===== src/rtl/wb_scheduler.sv =====
// Write-back scheduler: arbitrates the single register-file write port between the ALU
// and memory return paths, tracks outstanding long-latency writes, and stalls issue.
// Optional scoreboard consistency checking is enabled with `define WB_SCHED_CHECK_EN.
module wb_scheduler #(
   parameter int NREG     = 32,
   parameter int DW       = 32,
   parameter int MAX_OUT  = 4,
   parameter int MAX_WAIT = 3
) (
   input  logic          clk,
   input  logic          rst_n,
   input  logic          issue_valid,
   input  logic [4:0]    issue_rs1,
   input  logic [4:0]    issue_rs2,
   input  logic [4:0]    issue_rd,
   input  logic          issue_long,
   output logic          stall,
   input  logic          alu_valid,
   input  logic [4:0]    alu_rd,
   input  logic [DW-1:0] alu_data,
   input  logic          mem_valid,
   input  logic [4:0]    mem_rd,
   input  logic [DW-1:0] mem_data,
   output logic          mem_ready,
   output logic          WB,
   output logic [4:0]    Rd,
   output logic [DW-1:0] reg_s
`ifdef WB_SCHED_CHECK_EN
   ,
   output logic          sb_err
`endif
);

   localparam int OW = $clog2(MAX_OUT + 1);
   localparam int WW = $clog2(MAX_WAIT + 1);
   localparam logic [OW-1:0] OUT_FULL = OW'(MAX_OUT);
   localparam logic [OW-1:0] OUT_ONE  = OW'(1);
   localparam logic [WW-1:0] WAIT_SAT = WW'(MAX_WAIT);
   localparam logic [WW-1:0] WAIT_ONE = WW'(1);

   logic [NREG-1:0] pending_q, pending_d;
   logic [OW-1:0]   out_cnt_q, out_cnt_d;
   logic [WW-1:0]   wait_cnt_q, wait_cnt_d;
   logic            wb_q, wb_d;
   logic [4:0]      rd_q, rd_d;
   logic [DW-1:0]   data_q, data_d;
   logic            set_en, clr_en;

   // Hazard detection and memory-path grant are combinational so issue reacts this cycle.
   always_comb begin
      mem_ready = mem_valid && !alu_valid;
      stall     = issue_valid &&
                  (pending_q[issue_rs1] || pending_q[issue_rs2] || pending_q[issue_rd] ||
                   (issue_long && (out_cnt_q == OUT_FULL)) ||
                   (wait_cnt_q == WAIT_SAT));
   end

   // Register 0 is never tracked; a clear only counts if the bit was actually set.
   always_comb begin
      set_en    = issue_valid && !stall && issue_long && (issue_rd != 5'd0);
      clr_en    = mem_ready && pending_q[mem_rd];
      pending_d = pending_q;
      if (clr_en) pending_d[mem_rd] = 1'b0;
      if (set_en) pending_d[issue_rd] = 1'b1;
      out_cnt_d = out_cnt_q;
      case ({set_en, clr_en})
         2'b10:   out_cnt_d = out_cnt_q + OUT_ONE;
         2'b01:   out_cnt_d = out_cnt_q - OUT_ONE;
         default: out_cnt_d = out_cnt_q;
      endcase
   end

   always_comb begin
      wait_cnt_d = '0;
      if (mem_valid && !mem_ready)
         wait_cnt_d = (wait_cnt_q == WAIT_SAT) ? wait_cnt_q : wait_cnt_q + WAIT_ONE;
   end

   // ALU has absolute priority; when nobody writes, address and data hold.
   always_comb begin
      wb_d   = alu_valid || mem_ready;
      rd_d   = rd_q;
      data_d = data_q;
      if (alu_valid) begin
         rd_d   = alu_rd;
         data_d = alu_data;
      end else if (mem_ready) begin
         rd_d   = mem_rd;
         data_d = mem_data;
      end
   end

   always_ff @(posedge clk or negedge rst_n) begin
      if (!rst_n) begin
         pending_q  <= '0;
         out_cnt_q  <= '0;
         wait_cnt_q <= '0;
         wb_q       <= 1'b0;
         rd_q       <= '0;
         data_q     <= '0;
      end else begin
         pending_q  <= pending_d;
         out_cnt_q  <= out_cnt_d;
         wait_cnt_q <= wait_cnt_d;
         wb_q       <= wb_d;
         rd_q       <= rd_d;
         data_q     <= data_d;
      end
   end

   assign WB    = wb_q;
   assign Rd    = rd_q;
   assign reg_s = data_q;

`ifdef WB_SCHED_CHECK_EN
   logic sb_err_q, sb_err_d;

   // Sticky: a return with no matching outstanding write, or a set into a full scoreboard.
   always_comb begin
      sb_err_d = sb_err_q;
      if (mem_ready && !pending_q[mem_rd]) sb_err_d = 1'b1;
      if (set_en && (out_cnt_q == OUT_FULL)) sb_err_d = 1'b1;
   end

   always_ff @(posedge clk or negedge rst_n) begin
      if (!rst_n) sb_err_q <= 1'b0;
      else        sb_err_q <= sb_err_d;
   end

   assign sb_err = sb_err_q;
`endif

endmodule


===== config.mk =====
export PLATFORM = sky130hd
export DESIGN_NAME = wb_scheduler
export DESIGN_NICKNAME = d
export VERILOG_FILES = /design/src/rtl/wb_scheduler.sv
export SDC_FILE = /design/constraint.sdc
export NUM_CORES = 1
export LEC_CHECK = 0
export BUFFER_PORTS_ARGS = -buffer_cell sky130_fd_sc_hd__buf_2
export CORE_MARGIN = 1
export CORE_UTILIZATION = 53
export CTS_CLUSTER_DIAMETER = 150
export DETAILED_ROUTE_END_ITERATION = 6
export PLACE_DENSITY = 0.77
export SLEW_MARGIN = 40
export SYNTH_ARGS = -nofsm -noshare
export SYNTH_HDL_FRONTEND = slang
export SYNTH_SLANG_ARGS = --single-unit

===== constraint.sdc =====
create_clock -name clk -period 3.6 [get_ports clk]
set_clock_uncertainty 0.05 [all_clocks]
set_input_delay 0.54 -clock clk [delete_from_list [all_inputs] [get_ports clk]]
set_output_delay 0.54 -clock clk [all_outputs]
set_load 0.005 [all_outputs]

==> results.yml <==
yosys:
  async_reset_ff_share_pct: 100.0
  ys_types: 56
  synth_top_area_share_pct: 38.34
  ys_seq_area_share_pct: 38.34
  netlist_area_mm2: 0.004895
  yosysWarnings: 0
  synth_top_area_cell: "dfrtp_1"
  synth_edf_count: 0
  synthMostInstantiatedCell: "nand2_1"
  syn-num-nets: 558
  syn_inst: 460
  ys_top_cells_by_area: "dfrtp_1 38%, mux4_2 10%, mux2i_1 9.4%, o31ai_2 7.4%, o21ai_0 7.1%"
  postSynthAreaPerCell_um2: 10.64
  yosys-top-cells-count: "80 x nand2_1, 75 x dfrtp_1, 69 x o21ai_0"
  ys_ff_latch: 75
  synthFlopType: "dfrtp_1"
pwr:
  p_leak_nw: 2.661
  p_total_mw: 2.484
  ir_drop_mv: 0.2498
  p_per_area_mw_per_mm2: 429.0
cts:
  cts_tree: "done"
  post_cts_buffers: 0
  htreeDepth: 3
  cts_inserted_buffers: 9
  clk_pin_slew_worst_paths_ps: 90
  cts_root_buf: "clkbuf_8"
  cts.sinks: 75
  max-clock-path-buffers: 2
  insertion_delay_ps: 350
  cts.hold.buffers_added: 0
floorplanning:
  core-area_mm2: 0.008848
  die_width_um: 98.10
  die-height_um: 98.10
  row_count: 34
  die_area_mm2: 0.009624
  io_pins: 135
  initial_core_util_pct: 55.32
worst_setup_path:
  path_class: "input pin to output pin"
  path_max_fanout: 32
  cpMostUsedCell: "buf_2"
  crit_required_ps: 3010
  max_stage_delay_ps: 550
  critPathBufInv: 3
  end_kind: "output pin"
  cp_top_family: "buffers and inverters"
  worst_path_max_delay_cell: "or4_1"
  arrival_ps: 2860
  worstPathCellList: "buf_2 -> mux2_2 -> a311oi_1 -> nand3_1 -> or4_1 -> buf_4 -> o21a_1 -> buf_2"
  cp-start-kind: "input pin"
cells_and_area:
  fin_cells: 693
  num-fill-cells: 723
  multi_input_area_mm2: 0.002760
  final_area_mm2: 0.005789
  final_util_pct: 65.43
  nNetsFinal: 679
  antenna_cells: 0
  ff_latch_area_mm2: 0.001878
  areaGrowthSynthToFinish_pct: 18.28
  drive_gt1_share_pct: 40.00
timing:
  worst_pin_slew_ps: 796.9
  holdWs_ps: 251.2
  clock.fmax_mhz: 290.1
  rsz0062_at_grt: "false"
  final-max-slew-violation-count: 0
  final-setup-viol-count: 0
  finalCritPeriodShare_pct: 95.76
  period_needed_ps: 3447
  relSlewSlack_pct: 46.64
  finalHoldViolations: 0
route:
  wl_um: 13630
  viasPerCell: 6.208
  wire_per_inst_um: 19.67
  drtPass1Iterations: 7
  first_iter_violations: 390
  ant_nets: 0
  drcViolationCount: 4
  vias: 4302
run_status:
  outcome: "complete, but fails checks"
  failed_checks: "DRC"
placed_design:
  dp_hpwl_um: 9713
  gp_congestion: 0.9904
  dpl_cell_area_mm2: 0.005569
  io_buffers: 134
  dp.cells: 677
global_routing:
  overflow: 0
  grt_max_degree: 77
  grt_usage_pct: 29.31
  grt_pass1_vias: 4474
  grt_antenna_before_repair: 0
  grt_pass1_wl_um: 21860
worst_hold_path:
  hp-class: "input pin to async pin"
run:
  cap_violations: 0
-- placed cells by master, fill, tap and decap left out, types with 3 or more instances in the layout --
master      Yosys  final
inv_1           7      7
clkinvlp_4      0      3
mux4_1          4      3
xor2_1          3      3
mux2i_1        46     46
o31ai_2        29     29
buf_4           2     12
dfrtp_1        75     74
nand2_1        80     80
nand3_1         4      4
and3_1          3      3
a32oi_1         4      4
nor3_1          8      7
nor2b_1         3      3
nor3b_1         7      7
mux4_2         22     23
nor2_1          8      8
mux2_2          9      9
clkbuf_8        1      9
buf_2           5    134
o21ai_0        69     69
inv_6           0      3
-- stage by stage --
stage / setup WS (ps) / setup TNS (ps)
floorplan: 48.73 / 0
global placement: 25.32 / 0
detailed placement: -47.06 / -71.06
CTS: 29.79 / 0
global route: 56.56 / 0
finish: 152.8 / 0
-- repair_timing --
item                       in CTS  in global routing
gates cloned                    0                  1
pin swaps                       0                  2
setup endpoints to repair       1                  3
resized for setup               1                  8
-- where the power goes --
group | switching (mW) | total [mW] | internal (mW)
Combinational | 0.405 | 0.782 | 0.378
Clock | 0.335 | 0.589 | 0.253
Sequential | 0.140 | 1.11 | 0.973
-- registers in the layout (all words and copies together) (netlist names) --
register and cells:
pending_q 32, reg_s 32, Rd 5, out_cnt_q 3, wait_cnt_q 2, WB 1
-- final timing paths --
path / from / slack, ps / to / cells past startpoint
setup / recovery: issue_rd[1] / 150 / stall / 8
hold / removal: rst_n / 250 / WB$_DFF_PN0_ / 2
setup reg to reg: pending_q[13]$_DFF_PN0_ / 250 / out_cnt_q[2]$_DFFE_PN0P_ / 12
hold reg to reg: out_cnt_q[2]$_DFFE_PN0P_ / 410 / out_cnt_q[2]$_DFFE_PN0P_ / 1
max in group asynchronous: rst_n / 2770 / pending_q[5]$_DFF_PN0_ / 2
min in group clk: alu_data[21] / 340 / reg_s[21]$_DFFE_PN0P_ / 3
-- cell type report --
type / count / area share (%)
timing repair buffer: 149 / 14.11
multi-input combinational: 339 / 47.68
clock buffer: 9 / 2.140
tap: 108 / 2.334
clock inverter: 6 / 0.8429
inverter: 7 / 0.4539
sequential: 75 / 32.44
-- layer usage --
metal | track usage, % | vias to the layer above | wire, µm
li1 | - | 1950 | -
met1 | 37.01 | 2065 | 5277
met2 | 48.16 | 254 | 6677
met3 | 6.371 | 33 | 1289
met4 | 13.87 | 0 | 387
met5 | 0 | - | 0
-- cells by family (layout without fill, tap and decap cells) --
group / count (synthesis) / count (layout) / share of synthesized area [%]
adders and majority gates: 3 / 3 / 0.9202
xor gates and xnor gates: 4 / 4 / 0.7159
and+or+nand+nor: 132 / 132 / 12.78
AOI/OAI and AO/OA: 119 / 119 / 17.94
buffers and inverters: 46 / 171 / 5.547
DFF: 75 / 75 / 38.34
muxes: 81 / 81 / 23.75
Note: power is estimated with default switching activity, not from simulation.
